<file path="src/rtl/ramb4_s16_port_arbiter_if.sv">
// Requester and RAM-port signal bundle for ramb4_s16_port_arbiter.
// The slave side is the arbiter. The master side is the requesters plus the RAM read data.
interface ramb4_s16_port_arbiter_if #(
   parameter int AW = 8,
   parameter int DW = 16
);
   logic          req0;
   logic          req1;
   logic          we0;
   logic          we1;
   logic [AW-1:0] addr0;
   logic [AW-1:0] addr1;
   logic [DW-1:0] di0;
   logic [DW-1:0] di1;
   logic          gnt0;
   logic          gnt1;
   logic          rvld0;
   logic          rvld1;
   logic [DW-1:0] do0;
   logic [DW-1:0] do1;
   logic          ram_en;
   logic          ram_we;
   logic          ram_rst;
   logic [AW-1:0] ram_addr;
   logic [DW-1:0] ram_di;
   logic [DW-1:0] ram_do;

   modport slave (
      input  req0, req1, we0, we1, addr0, addr1, di0, di1, ram_do,
      output gnt0, gnt1, rvld0, rvld1, do0, do1,
      output ram_en, ram_we, ram_rst, ram_addr, ram_di
   );

   modport master (
      output req0, req1, we0, we1, addr0, addr1, di0, di1, ram_do,
      input  gnt0, gnt1, rvld0, rvld1, do0, do1,
      input  ram_en, ram_we, ram_rst, ram_addr, ram_di
   );
endinterface

</file>
<file path="src/rtl/ramb4_s16_port_arbiter.sv">
// Shares the wide RAMB4 port between two requesters using round-robin with bounded bursts.
// A clear sweep writes FILL to every word after reset and whenever clr_req_i is seen.
module ramb4_s16_port_arbiter #(
   parameter int            AW           = 8,
   parameter int            DW           = 16,
   parameter int            MAX_BURST    = 4,
   parameter logic [DW-1:0] FILL         = 16'h0000,
   parameter bit            CLR_ON_RESET = 1'b1
) (
   input  logic                    clk_i,
   input  logic                    rst_n_i,
   input  logic                    clr_req_i,
   output logic                    clr_busy_o,
   ramb4_s16_port_arbiter_if.slave bus
);
   typedef enum logic {ST_CLEAR = 1'b0, ST_SERVE = 1'b1} state_e;

   localparam logic [3:0] BURST_MAX = 4'(MAX_BURST);

   state_e        state_q;
   logic [AW-1:0] clr_addr_q;
   logic          ptr_q;
   logic          ptr_d;
   logic [3:0]    cnt_q;
   logic [3:0]    cnt_d;
   logic [3:0]    cnt_inc_s;
   logic          clr_busy_q;
   logic [1:0]    rvld_q;
   logic          serve_s;
   logic          clear_s;
   logic          gnt0_s;
   logic          gnt1_s;
   logic          win_s;
   logic          other_req_s;
   logic          ram_en_s;
   logic          ram_we_s;
   logic [AW-1:0] ram_addr_s;
   logic [DW-1:0] ram_di_s;

   // The RAM port stays quiet while reset is held, even though the state already reads CLEAR.
   assign serve_s = rst_n_i && (state_q == ST_SERVE);
   assign clear_s = rst_n_i && (state_q == ST_CLEAR);

   // Grant decision: a lone requester always wins, and a tie goes to the pointer.
   always_comb begin
      gnt0_s = 1'b0;
      gnt1_s = 1'b0;
      if (serve_s) begin
         if (bus.req0 && bus.req1) begin
            gnt0_s = ~ptr_q;
            gnt1_s = ptr_q;
         end else begin
            gnt0_s = bus.req0;
            gnt1_s = bus.req1;
         end
      end else begin
         gnt0_s = 1'b0;
         gnt1_s = 1'b0;
      end
   end

   // Pointer and burst-count update. cnt_q counts consecutive grants to the pointer's owner.
   always_comb begin
      ptr_d       = ptr_q;
      cnt_d       = cnt_q;
      win_s       = gnt1_s;
      other_req_s = gnt1_s ? bus.req0 : bus.req1;
      if (win_s == ptr_q) begin
         cnt_inc_s = (cnt_q >= BURST_MAX) ? BURST_MAX : cnt_q + 4'd1;
      end else begin
         cnt_inc_s = 4'd1;
      end
      if (gnt0_s || gnt1_s) begin
         if (other_req_s && (cnt_inc_s >= BURST_MAX)) begin
            ptr_d = ~win_s;
            cnt_d = 4'd0;
         end else begin
            ptr_d = win_s;
            cnt_d = cnt_inc_s;
         end
      end else if (serve_s && (cnt_q != 4'd0)) begin
         ptr_d = ~ptr_q;
         cnt_d = 4'd0;
      end else begin
         ptr_d = ptr_q;
         cnt_d = cnt_q;
      end
   end

   // RAM port mux: the clear sweep first, then the granted requester, otherwise all zero.
   always_comb begin
      ram_en_s   = 1'b0;
      ram_we_s   = 1'b0;
      ram_addr_s = '0;
      ram_di_s   = '0;
      if (clear_s) begin
         ram_en_s   = 1'b1;
         ram_we_s   = 1'b1;
         ram_addr_s = clr_addr_q;
         ram_di_s   = FILL;
      end else if (gnt0_s) begin
         ram_en_s   = 1'b1;
         ram_we_s   = bus.we0;
         ram_addr_s = bus.addr0;
         ram_di_s   = bus.di0;
      end else if (gnt1_s) begin
         ram_en_s   = 1'b1;
         ram_we_s   = bus.we1;
         ram_addr_s = bus.addr1;
         ram_di_s   = bus.di1;
      end else begin
         ram_en_s   = 1'b0;
         ram_we_s   = 1'b0;
         ram_addr_s = '0;
         ram_di_s   = '0;
      end
   end

   // Sweep/serve state machine with the arbitration state and the read-valid pipeline.
   always_ff @(posedge clk_i or negedge rst_n_i) begin
      if (!rst_n_i) begin
         state_q    <= CLR_ON_RESET ? ST_CLEAR : ST_SERVE;
         clr_addr_q <= '0;
         ptr_q      <= 1'b0;
         cnt_q      <= 4'd0;
         rvld_q     <= 2'b00;
         clr_busy_q <= CLR_ON_RESET;
      end else begin
         ptr_q  <= ptr_d;
         cnt_q  <= cnt_d;
         rvld_q <= {gnt1_s & ~bus.we1, gnt0_s & ~bus.we0};
         case (state_q)
            ST_CLEAR: begin
               clr_addr_q <= clr_addr_q + 1'b1;
               if (clr_addr_q == {AW{1'b1}}) begin
                  state_q    <= ST_SERVE;
                  clr_busy_q <= 1'b0;
               end else begin
                  state_q    <= ST_CLEAR;
                  clr_busy_q <= 1'b1;
               end
            end
            ST_SERVE: begin
               if (clr_req_i) begin
                  state_q    <= ST_CLEAR;
                  clr_busy_q <= 1'b1;
               end else begin
                  state_q    <= ST_SERVE;
                  clr_busy_q <= 1'b0;
               end
            end
            default: begin
               state_q    <= ST_SERVE;
               clr_addr_q <= '0;
               clr_busy_q <= 1'b0;
            end
         endcase
      end
   end

   assign bus.gnt0     = gnt0_s;
   assign bus.gnt1     = gnt1_s;
   assign bus.rvld0    = rvld_q[0];
   assign bus.rvld1    = rvld_q[1];
   assign bus.do0      = rvld_q[0] ? bus.ram_do : '0;
   assign bus.do1      = rvld_q[1] ? bus.ram_do : '0;
   assign bus.ram_en   = ram_en_s;
   assign bus.ram_we   = ram_we_s;
   assign bus.ram_addr = ram_addr_s;
   assign bus.ram_di   = ram_di_s;
   assign bus.ram_rst  = 1'b0;
   assign clr_busy_o   = clr_busy_q;
endmodule

</file>
<file path="src/flat_wrapper.sv">
// flat-port wrapper written by rule: the top's interface ports become plain ports
module ramb4_s16_port_arbiter_flat 
#(
   parameter int            AW           = 8,
   parameter int            DW           = 16,
   parameter int            MAX_BURST    = 4,
   parameter logic [DW-1:0] FILL         = 16'h0000,
   parameter bit            CLR_ON_RESET = 1'b1
)
  (clk_i, rst_n_i, clr_req_i, clr_busy_o, bus_req0, bus_req1, bus_we0, bus_we1, bus_addr0, bus_addr1, bus_di0, bus_di1, bus_ram_do, bus_gnt0, bus_gnt1, bus_rvld0, bus_rvld1, bus_do0, bus_do1, bus_ram_en, bus_ram_we, bus_ram_rst, bus_ram_addr, bus_ram_di);
  ramb4_s16_port_arbiter_if #(.AW(AW), .DW(DW)) bus_i ();
  input  logic clk_i;
  input  logic rst_n_i;
  input  logic clr_req_i;
  output logic clr_busy_o;
  input wire logic [$bits(bus_i.req0)-1:0] bus_req0;
  input wire logic [$bits(bus_i.req1)-1:0] bus_req1;
  input wire logic [$bits(bus_i.we0)-1:0] bus_we0;
  input wire logic [$bits(bus_i.we1)-1:0] bus_we1;
  input wire logic [$bits(bus_i.addr0)-1:0] bus_addr0;
  input wire logic [$bits(bus_i.addr1)-1:0] bus_addr1;
  input wire logic [$bits(bus_i.di0)-1:0] bus_di0;
  input wire logic [$bits(bus_i.di1)-1:0] bus_di1;
  input wire logic [$bits(bus_i.ram_do)-1:0] bus_ram_do;
  output wire logic [$bits(bus_i.gnt0)-1:0] bus_gnt0;
  output wire logic [$bits(bus_i.gnt1)-1:0] bus_gnt1;
  output wire logic [$bits(bus_i.rvld0)-1:0] bus_rvld0;
  output wire logic [$bits(bus_i.rvld1)-1:0] bus_rvld1;
  output wire logic [$bits(bus_i.do0)-1:0] bus_do0;
  output wire logic [$bits(bus_i.do1)-1:0] bus_do1;
  output wire logic [$bits(bus_i.ram_en)-1:0] bus_ram_en;
  output wire logic [$bits(bus_i.ram_we)-1:0] bus_ram_we;
  output wire logic [$bits(bus_i.ram_rst)-1:0] bus_ram_rst;
  output wire logic [$bits(bus_i.ram_addr)-1:0] bus_ram_addr;
  output wire logic [$bits(bus_i.ram_di)-1:0] bus_ram_di;
  assign bus_i.req0 = bus_req0;
  assign bus_i.req1 = bus_req1;
  assign bus_i.we0 = bus_we0;
  assign bus_i.we1 = bus_we1;
  assign bus_i.addr0 = bus_addr0;
  assign bus_i.addr1 = bus_addr1;
  assign bus_i.di0 = bus_di0;
  assign bus_i.di1 = bus_di1;
  assign bus_i.ram_do = bus_ram_do;
  assign bus_gnt0 = bus_i.gnt0;
  assign bus_gnt1 = bus_i.gnt1;
  assign bus_rvld0 = bus_i.rvld0;
  assign bus_rvld1 = bus_i.rvld1;
  assign bus_do0 = bus_i.do0;
  assign bus_do1 = bus_i.do1;
  assign bus_ram_en = bus_i.ram_en;
  assign bus_ram_we = bus_i.ram_we;
  assign bus_ram_rst = bus_i.ram_rst;
  assign bus_ram_addr = bus_i.ram_addr;
  assign bus_ram_di = bus_i.ram_di;
  ramb4_s16_port_arbiter #(.AW(AW), .DW(DW), .MAX_BURST(MAX_BURST), .FILL(FILL), .CLR_ON_RESET(CLR_ON_RESET)) u_core (.clk_i(clk_i), .rst_n_i(rst_n_i), .clr_req_i(clr_req_i), .clr_busy_o(clr_busy_o), .bus(bus_i));
endmodule
</file>
<file path="config.mk">
export PLATFORM = sky130hd
export DESIGN_NAME = ramb4_s16_port_arbiter_flat
export DESIGN_NICKNAME = d
export VERILOG_FILES = /design/src/rtl/ramb4_s16_port_arbiter_if.sv /design/src/rtl/ramb4_s16_port_arbiter.sv /design/src/flat_wrapper.sv
export SDC_FILE = /design/constraint.sdc
export NUM_CORES = 1
export LEC_CHECK = 0
export ABC_AREA = 1
export CAP_MARGIN = 20
export CORE_ASPECT_RATIO = 1.2
export CORE_MARGIN = 3
export CORE_UTILIZATION = 32
export CTS_CLUSTER_DIAMETER = 60
export DETAILED_ROUTE_END_ITERATION = 8
export HOLD_SLACK_MARGIN = 0.12
export PLACE_DENSITY_LB_ADDON = 0.3
export SLEW_MARGIN = 20
export SYNTH_ARGS = -nofsm -noshare
export SYNTH_HDL_FRONTEND = slang
export SYNTH_SLANG_ARGS = --single-unit
export TNS_END_PERCENT = 1
</file>
<file path="constraint.sdc">
create_clock -name clk_i -period 1.7 [get_ports clk_i]
set_input_delay 0.425 -clock clk_i [delete_from_list [all_inputs] [get_ports clk_i]]
set_output_delay 0.425 -clock clk_i [all_outputs]
set_load 0.05 [all_outputs]
</file>
==> results of run 1 <==
cell usage in the layout, fill, tap and decap left out, types with 2 or more instances in the layout:
cell	instances
a22o_1	5
a22o_4	11
buf_12	62
buf_2	2
buf_4	22
buf_6	3
clkbuf_8	3
clkdlybuf4s50_1	67
dfrtp_1	12
dfrtp_2	2
dfrtp_4	2
ha_1	3
inv_1	40
inv_2	9
inv_6	2
nand2_1	82
nand2_2	2
nand2_4	3
nand3_1	6
nand3_2	11
nand4_1	5
nor2_1	6
nor2_2	2
nor2_4	5
xnor2_1	2
xor2_1	4
power groups by stage:
stage | sequential, mW | clock, mW | combinational, mW
2_1_floorplan | 0.603 | 0 | 0.491
3_3_place_gp | 0.621 | 0 | 0.954
3_5_place_dp | 0.633 | 0 | 0.987
4_1_cts | 0.630 | 0.325 | 1.03
5_1_grt | 0.654 | 0.333 | 1.11
6_report | 0.639 | 0.321 | 1.05
cells by family (layout without fill, tap and decap cells):
kind of cell,Yosys count,count (layout),synth area share [%]
AND/OR/NAND/NOR,126,126,36.7
AO/OA/AOI/OAI,21,21,11.0
buffers and inverters,62,216,18.3
flip-flops,17,17,27.8
other,1,1,0.245
XOR/XNOR,6,6,3.43
adder cells (fa/ha/maj),3,3,2.45
worst max path at each step:
stage | slack [ns] | from | cells past startpoint | end
after global routing | -0.35 | u_core.state_q$_DFF_PN0_ | 7 | bus_ram_addr[2]
after detailed placement | -0.64 | rst_n_i | 6 | bus_ram_di[8]
after global placement | -0.60 | rst_n_i | 8 | bus_ram_addr[2]
after CTS | -0.29 | u_core.state_q$_DFF_PN0_ | 7 | bus_ram_addr[2]
after floorplan | -0.16 | u_core.state_q$_DFF_PN0_ | 8 | bus_ram_addr[2]
final | -0.33 | u_core.state_q$_DFF_PN0_ | 7 | bus_ram_addr[2]
cell type report:
cell class	instances	area, um^2
Sequential cell	17	437
Timing Repair Buffer	159	2170
Fill cell	188	463
Clock inverter	1	5.00
Clock buffer	3	41.3
Inverter	51	206
Tap cell	56	70.1
Timing Repair inverter	2	17.5
Multi-Input combinational cell	157	1020
critical path, cell delays in order, from the launching register on:
cell	delay [ns]
dfrtp_2	0.42
nand2_4	0.07
nor2_4	0.18
nand2_8	0.12
inv_12	0.09
nand2_4	0.05
o211ai_1	0.15
clkbuf_16	0.23
layer usage:
layer | GRT usage (%) | share of wire (%) | wire, um
met1 | 30.4 | 35 | 3280
met4 | 14.8 | 4.8 | 452
met3 | 5.39 | 5.8 | 544
met2 | 57.4 | 54 | 5090
met5 | 0 | 0 | 0
flip-flops by register name (all words and copies together), names as in the netlist:
register and cells:
u_core.cnt_q 4, u_core.rvld_q 2, u_core.clr_busy_o 1, u_core.state_q 1, u_core.clr_addr_q 8, u_core.ptr_q 1
repair_timing:
item | CTS | global route
gates resized for setup | 29 | 25
gates cloned | 3 | 0
endpoints found under the setup margin | 33 | 38
pin swaps | 5 | 6
setup buffers | 2 | 3
==> metrics, run 1 <==
deepest level of the CTS H-tree=1; detailed-route wire length=9370 um; fraction of final layout cells sized beyond drive strength 1=38.5%; largest net degree at the start of global routing=18; Non-Filler Cell Area, Final=0.00396 mm^2; Hold Buf Count CTS=0; startpoint kind of the worst setup timing path=register; Worst-path clk slew=0.07 ns; antenna-violating nets left=0; leading cell types by count after synthesis=nand2_1, inv_1, a22o_1, dfrtp_1, nand3_1; Yosys cell types=32; root buffer selected by CTS=clkbuf_8; initial antenna violation count=0; terminus of the critical flop-to-flop path=u_core.cnt_q[1]$_DFFE_PN0P_; portion of total power attributed to sequential cells=31.9%; violated checks=setup timing; relative contribution of combinational cells to total power=52.2%; Area contributors post-synth=dfrtp_1, nand2_1, inv_1; horizontal extent of the die=69.2 um; later-pin clock latency in the skew report=0.27 ns; WP data arrival=1.60 ns; worst-case clock buffer depth=2; Post-Syn Nets=310; final worst path period need=2.03 ns; final core utilization=89.5%; count of input and output buffers=133; CTS Buf Count=3; area of the mapped netlist=0.00153 mm^2; Pleak=2.04 nW; final cell count without fillers=446; die footprint=0.00566 mm^2; starting density of the core=34.6%; outcome=complete, but fails checks; cell taking the most area after synthesis=dfrtp_1; Worst Setup Slack, final=-0.330 ns; portion of the clock cycle consumed by the worst path in the final layout=119%; I/O pin total=135; worst-case vdd ir drop=0.836 mV; via count of the first global-routing pass=2395; clock net sink count=17; count leader, synth=nand2_1; global-route wire length before repair=12900 um; overflow left after global routing=0; synth warn=0; total net switching power=0.833 mW; aggregate negative setup slack=-7.76 ns; vertical die dimension=81.8 um; switching power share of the total=41.5%; clock share of power=16.0%; Placed Cells=434; synthesis-stage register bit count=17; placed inst area=0.00369 mm^2; data required time at the worst endpoint=1.27 ns; wire per inst=21.0 um; Floorplan Core Area=0.00442 mm^2; setup repair after global routing missed its margin=true; area share of the largest cell type after synthesis=26.1%; starting DRC count in detailed routing=108; cell-internal power=1.17 mW; global-route usage over all layers=29.5%; Remaining DRCs=0; Total Power=2.01 mW; layout overhead on the synthesized area=158%; Worst Skew=0.00473 ns; Max Slew Vio Count=0; Post-synth EDFFs=0; cell row count=26; reg-to-reg startpoint=u_core.state_q$_DFF_PN0_; sequential-to-total area share from yosys stat=27.8%; Avg Synthesized Cell Area=6.49 um^2; Max Cap Viol=0; Post-synth top flop=dfrtp_1; worst hold slack across all endpoints=0.222 ns; nature of the critical path endpoint=output port; number of detailed-routing iterations run before antenna repair=7; highest fanout seen on the critical path=6; number of vias per cell after detailed routing=5.23; final layout net count=465; final-report setup violation count=30; share of async-settable or async-resettable flops after synthesis=100%; pwr dens=506 mW/mm^2; maximum operating frequency=493 MHz; Worst Hold Class=in2async; worst setup slack for register-to-register paths=0.11 ns; gate count of the mapped netlist=236; classification of the worst setup path=reg2out; number of diodes added for antenna fixing=0; Setup Slack @ Placement=-0.645 ns; final hold violations=0; Worst Reg2Reg Path Length in Cells=9; placed wire-length estimate=6400 um; CTS tree=done; global placement routability congestion=0.913; total number of vias=2332
Note: power is estimated with default switching activity, not from simulation.
==> run 2: changes to the inputs <==
--- a/config.mk
+++ b/config.mk
@@ -7,9 +7,11 @@
 export LEC_CHECK = 0
 export ABC_AREA = 1
 export CAP_MARGIN = 20
+export CELL_PAD_IN_SITES_DETAIL_PLACEMENT = 0
+export CELL_PAD_IN_SITES_GLOBAL_PLACEMENT = 1
 export CORE_ASPECT_RATIO = 1.2
 export CORE_MARGIN = 3
-export CORE_UTILIZATION = 32
+export CORE_UTILIZATION = 20
 export CTS_CLUSTER_DIAMETER = 60
 export DETAILED_ROUTE_END_ITERATION = 8
 export HOLD_SLACK_MARGIN = 0.12
==> run 2 against run 1 <==
  * The run still ends with setup timing left
  * Cell count is 8.1% higher
  * Via count down 13%
  * Utilization shrank 36 points
  * Total power is 4.1% lower
  * Critical endpoint is now bus_ram_di[14]
==> metrics, run 2 (synthesis gave the netlist of run 1 again) <==
outcome=complete, but fails checks; violated checks=setup timing; final core utilization=53.9% (-36 points); startpoint kind of the worst setup timing path=register; Worst Hold Class=in2async; clock share of power=15.0% (-1.0 points); cell-internal power=1.18 mW (+0.52%); pwr dens=485 mW/mm^2 (-4.2%); maximum operating frequency=514 MHz (+4.4%); layout overhead on the synthesized area=159% (about the same); detailed-route wire length=6200 um (-34%); WP data arrival=1.52 ns (-0.08 ns); Max Slew Vio Count=0 (unchanged); fraction of final layout cells sized beyond drive strength 1=36.7% (-1.7 points); Pleak=2.00 nW (-2.1%); largest net degree at the start of global routing=18 (unchanged); placed wire-length estimate=5160 um (-19%); Placed Cells=470 (+8.3%); cell row count=34 (+31%); starting density of the core=20.8% (-14 points); count of input and output buffers=133 (unchanged); final-report setup violation count=28 (-6.7%); root buffer selected by CTS=clkbuf_8; number of diodes added for antenna fixing=0 (unchanged); total net switching power=0.744 mW (-11%); fill cell count=667 (+250%); Worst-path clk slew=0.06 ns (about the same); portion of total power attributed to sequential cells=33.5% (+1.6 points); clock net sink count=17 (unchanged); I/O pin total=135 (unchanged); biggest registers after layout=u_core.clr_addr_q (8), u_core.cnt_q (4), u_core.rvld_q (2); final layout net count=467 (+0.43%); worst-case clock buffer depth=2 (unchanged); final worst path period need=1.95 ns (-0.0848 ns); CTS tree=done; number of detailed-routing iterations run before antenna repair=4 (-3); overflow left after global routing=0 (unchanged); relative contribution of combinational cells to total power=51.5% (-0.7 points); total number of vias=2021 (-13%); classification of the worst setup path=reg2out; wire per inst=12.9 um (-39%); initial antenna violation count=0 (unchanged); deepest level of the CTS H-tree=1 (unchanged); nature of the critical path endpoint=output port; CTS Buf Count=3 (unchanged); via count of the first global-routing pass=1973 (-18%); vertical die dimension=102 um (+25%); commonest non-fill, non-tap cell in the layout=nand2_1; highest fanout seen on the critical path=6 (unchanged); global routing met3 resource utilization=1.69% (-3.7 points); number of vias per cell after detailed routing=4.19 (-20%); Floorplan Core Area=0.00736 mm^2 (+66%); later-pin clock latency in the skew report=0.24 ns (-0.03 ns); Most Used Layer, Global Route=met2; global-route wire length before repair=9520 um (-26%); starting DRC count in detailed routing=34 (-69%); Worst Setup Slack, final=-0.245 ns (+0.0848 ns); met2 Use GR=25.0% (-32 points); worst-case vdd ir drop=0.452 mV (-46%); final hold violations=0 (unchanged); global placement routability congestion=0.750 (-18%); met1 track demand over resource=16.7% (-14 points); final cell count without fillers=482 (+8.1%); max FFs per register=8 (unchanged); Max Cap Viol=0 (unchanged); setup repair after global routing missed its margin=true; horizontal extent of the die=85.9 um (+24%); top register by number of flip-flops=u_core.clr_addr_q; die footprint=0.00875 mm^2 (+55%); Worst Skew=0.00270 ns (-0.00203 ns); global-route usage over all layers=13.6% (-16 points); Hold Buf Count CTS=0 (unchanged); portion of the clock cycle consumed by the worst path in the final layout=114% (-5.0 points); most used cells in the layout excluding fill and tap cells=nand2_1, clkdlybuf4s50_1, buf_12; switching power share of the total=38.7% (-2.8 points); antenna-violating nets left=0 (unchanged); Remaining DRCs=0 (unchanged); data required time at the worst endpoint=1.27 ns (about the same)
## run 2: cell types whose count changed in the layout (fill, tap and decap cells not counted), sizes merged
| cell | previous run | this run |
|---|---|---|
| clkinvlp | 0 | 1 |
| inv | 53 | 51 |
| buf | 90 | 93 |
| clkinv | 1 | 0 |
| clkdlybuf4s15 | 0 | 1 |
## run 2: cell type report
| cell class | count | area [um^2] | area share (%) |
|---|---|---|---|
| Timing Repair Buffer | 162 | 2210 | 55.8 |
| Multi-Input combinational cell | 157 | 941 | 23.7 |
| Sequential cell | 17 | 433 | 10.9 |
| Inverter | 51 | 210 | 5.30 |
| Tap cell | 90 | 113 | 2.84 |
| Clock buffer | 4 | 45.0 | 1.14 |
| Timing Repair inverter | 1 | 8.76 | 0.221 |
## run 2: path summary, 6_finish.rpt
kind                                        startpoint                     endpoint  slack [ns]  cells past startpoint
setup reg to reg              u_core.state_q$_DFF_PN0_     u_core.state_q$_DFF_PN0_        0.31                      9
hold reg to reg            u_core.cnt_q[2]$_DFFE_PN0P_  u_core.cnt_q[2]$_DFFE_PN0P_        0.51                      2
hold / removal                                 rst_n_i     u_core.ptr_q$_DFFE_PN0P_        0.18                      2
max in group asynchronous                      rst_n_i  u_core.clr_busy_o$_DFF_PN1_        1.27                      2
min in group clk_i         u_core.cnt_q[2]$_DFFE_PN0P_  u_core.cnt_q[2]$_DFFE_PN0P_        0.51                      2
setup / recovery              u_core.state_q$_DFF_PN0_               bus_ram_di[14]       -0.25                      7
## run 2: repair_timing
item,4_1_cts,5_1_grt
resized for setup,15,28
endpoints found under the hold margin,0,0
pin swaps,2,5
gates cloned,1,0
setup endpoints to repair,32,31
buffers inserted,4,3
## run 2: per-stage QoR
step / setup slack [ns] / TNS (ns) / cell area [um^2] / power (mW) / hold slack [ns]
after floorplan: -0.165 / -4.34 / 1590 / 1.09 / 0.129
after CTS: -0.287 / -6.90 / 3880 / 1.94 / 0.295
after global routing: -0.308 / -7.70 / 3960 / 2.05 / 0.192
after detailed placement: -0.688 / -19.68 / 3740 / 1.62 / 0.498
final: -0.245 / -5.57 / 3960 / 1.92 / 0.185
after global placement: -0.688 / -19.17 / 3740 / 1.60 / 0.494
## run 2: power groups by stage
stage	sequential (mW)	clock (mW)	combinational [mW]
after CTS	0.633	0.304	1.00
after global routing	0.664	0.319	1.06
after floorplan	0.603	0	0.491
after detailed placement	0.640	0	0.976
after global placement	0.638	0	0.962
final	0.644	0.288	0.990
## run 2: routing by layer
metal / part of all wire (%) / wire length (um)
met5: 0 / 0
met4: 1.2 / 72
met3: 5.0 / 307
met2: 53 / 3260
met1: 41 / 2560
## run 2: worst max-delay path, cell delays in order, from the launching register on
cell and delay [ns]:
dfrtp_2 0.44, nand2_4 0.10, nor2_4 0.04, nand2_4 0.14
inv_12 0.05, buf_12 0.13, a22o_1 0.21, buf_12 0.16
==> run 3: changes to the inputs <==
--- a/config.mk
+++ b/config.mk
@@ -6,10 +6,9 @@
 export NUM_CORES = 1
 export LEC_CHECK = 0
 export ABC_AREA = 1
-export CAP_MARGIN = 20
 export CELL_PAD_IN_SITES_DETAIL_PLACEMENT = 0
 export CELL_PAD_IN_SITES_GLOBAL_PLACEMENT = 1
-export CORE_ASPECT_RATIO = 1.2
+export CORE_ASPECT_RATIO = 0.75
 export CORE_MARGIN = 3
 export CORE_UTILIZATION = 20
 export CTS_CLUSTER_DIAMETER = 60
==> run 3 against run 2 <==
  * The flow still finishes with violations (setup timing)
  * Routed wire length up 12%
  * Count of clock-buffer cells in the layout is 1 lower
  * Cell count up 1.2%
  * Non-clock buffer count is 1 lower
  * Sequential share of layout area is essentially flat
  * Sequential power decreased by 2%
  * Setup slack got worse by 0.038 ns
  * Combinational power is 0.8% higher
  * Global-route usage increased by 1.4 points
  * Clock skew rose by 0.0026 ns
  * Largest cell class unchanged
  * Highest routed layer unchanged
==> metrics, run 3 (synthesis gave the netlist of run 1 again) <==
Worst Hold Class=in2async; Worst Skew=0.00530 ns (+0.00261 ns); Worst-path clk slew=0.07 ns (about the same); final-report setup violation count=28 (unchanged); max FFs per register=8 (unchanged); I/O pin total=135 (unchanged); delay of the slowest cell on the worst path=0.43 ns (about the same); horizontal extent of the die=107 um (+25%); aggregate negative setup slack=-6.11 ns (-0.536 ns); deepest level of the CTS H-tree=1 (unchanged); final layout net count=465 (-0.43%); portion of the clock cycle consumed by the worst path in the final layout=117% (+2.2 points); fill cell count=644 (-3.4%); overflow left after global routing=0 (unchanged); portion of total power attributed to sequential cells=32.4% (-1.1 points); worst-case vdd ir drop=0.368 mV (-19%); Max Cap Viol=0 (unchanged); nature of the critical path endpoint=output port; cell row count=26 (-24%); Worst Reg2Reg Path Length in Cells=9 (unchanged); Floorplan Core Area=0.00712 mm^2 (-3.2%); final hold violations=0 (unchanged); global-route usage over all layers=15.0% (+1.4 points); Placed Cells=477 (+1.5%); data required time at the worst endpoint=1.27 ns (about the same); Worst Setup Slack, final=-0.283 ns (-0.0376 ns); pwr dens=487 mW/mm^2 (+0.49%); reg-to-reg startpoint=u_core.state_q$_DFF_PN0_; placed inst area=0.00375 mm^2 (about the same); area of the multi-input gates=956 um^2 (+1.6%); switching power share of the total=39.6% (+0.94 points); terminus of the critical flop-to-flop path=u_core.state_q$_DFF_PN0_; clock share of power=16.2% (+1.2 points); commonest non-fill, non-tap cell in the layout=nand2_1; fraction of final layout cells sized beyond drive strength 1=36.2% (-0.58 points); vertical die dimension=81.8 um (-20%); Critical Path Start=u_core.ptr_q$_DFFE_PN0P_; number of detailed-routing iterations run before antenna repair=4 (unchanged); CTS tree=done; Hold Buf Count CTS=0 (unchanged); starting DRC count in detailed routing=48 (+41%); total net switching power=0.769 mW (+3.5%); die footprint=0.00876 mm^2 (about the same); antenna-violating nets left=0 (unchanged); CTS Buf Count=3 (unchanged); starting density of the core=21.5% (+0.69 points); worst hold slack across all endpoints=0.416 ns (+0.231 ns); cell-internal power=1.17 mW (-0.55%); maximum operating frequency=504 MHz (-1.9%); number of vias per cell after detailed routing=4.09 (-2.5%); Sequential Area=435 um^2 (+0.58%); largest net degree at the start of global routing=27 (+9); startpoint kind of the worst setup timing path=register; total number of vias=1996 (-1.2%); Critical Path Slowest Stage Cell=dfrtp_1; root buffer selected by CTS=clkbuf_8; clock net sink count=17 (unchanged); ordered list of cells on the worst path=nor2_4 -> nor2_4 -> buf_12 -> buf_8 -> a22o_1 -> buf_12; biggest registers after layout=u_core.clr_addr_q (8), u_core.cnt_q (4), u_core.rvld_q (2); Remaining DRCs=0 (unchanged); top register by number of flip-flops=u_core.clr_addr_q; placed wire-length estimate=5770 um (+12%); WP data arrival=1.56 ns (+0.04 ns); Max Slew Vio Count=0 (unchanged); layout overhead on the synthesized area=160%; Non-Filler Cell Area, Final=0.00398 mm^2 (+0.51%); final cell count without fillers=488 (+1.2%); count of input and output buffers=133 (unchanged); final core utilization=55.9% (+2.1 points); global-route wire length before repair=10300 um (+8.4%); highest fanout seen on the critical path=7 (+1); later-pin clock latency in the skew report=0.26 ns (+0.02 ns); Pleak=2.00 nW (+0.48%); setup repair after global routing missed its margin=true; wire per inst=14.3 um (+11%); detailed-route wire length=6960 um (+12%); worst setup slack for register-to-register paths=0.22 ns (-0.09 ns); most used cells in the layout excluding fill and tap cells=nand2_1, clkdlybuf4s50_1, buf_12; via count of the first global-routing pass=1907 (-3.3%); final worst path period need=1.98 ns (+0.0376 ns); number of diodes added for antenna fixing=0 (unchanged); relative contribution of combinational cells to total power=51.4% (about the same); initial antenna violation count=0 (unchanged); global placement routability congestion=0.745 (-0.59%); worst-case clock buffer depth=2 (unchanged); violated checks=setup timing; outcome=complete, but fails checks; classification of the worst setup path=reg2out
## run 3: cell count changes in the layout (fill, tap and decap cells not counted), sizes merged
cell and delta:
clkinvlp -1, clkinv +1, buf -2
## run 3: worst max-delay path, delay by kind of cell, from the launching register on
kind	cells	cell delay, ns
buffers and inverters	3	0.41
AND/OR/NAND/NOR	2	0.19
AO/OA/AOI/OAI	1	0.26
flip-flops	1	0.43
## run 3: timing repair
item | 4_1_cts | 5_1_grt
setup buffers | 5 | 1
setup endpoints to repair | 28 | 42
pin swaps | 7 | 6
cloned | 1 | 0
resized for setup | 23 | 16
## run 3: power by group through the flow
stage | Clock [mW] | Combinational, mW | Sequential (mW)
5_1_grt | 0.344 | 1.06 | 0.652
3_5_place_dp | 0 | 0.984 | 0.634
6_report | 0.314 | 0.998 | 0.630
3_3_place_gp | 0 | 0.968 | 0.634
4_1_cts | 0.322 | 0.995 | 0.630
2_1_floorplan | 0 | 0.491 | 0.603
## run 3: worst max-delay path by stage
stage / endpoint / slack (ns)
global placement: bus_ram_di[10] / -0.62
detailed placement: bus_ram_di[5] / -0.65
CTS: bus_ram_di[8] / -0.33
floorplan: bus_ram_addr[2] / -0.16
global route: bus_ram_di[10] / -0.33
finish: bus_ram_di[10] / -0.28
## run 3: layout make-up
cell class,instances,area share (%)
flip-flops and latches,17,10.9
well taps,98,3.08
inverters,51,5.24
clock buffers,3,1.04
repair buffers,161,55.6
multi-input cells,157,24.0
clock inverters,1,0.126
## run 3: through the flow
step | worst slack (ns) | total power [mW]
floorplan | -0.165 | 1.09
global placement | -0.622 | 1.60
detailed placement | -0.652 | 1.62
CTS | -0.333 | 1.95
global route | -0.328 | 2.06
finish | -0.283 | 1.94
## run 3: per-layer routing
layer,vias up,share of wire (%),track usage [%]
met2,69,49,26.0
met5,-,0,0
met3,8,6.5,3.46
met4,0,1.5,2.55
met1,889,43,19.4
li1,1030,-,-
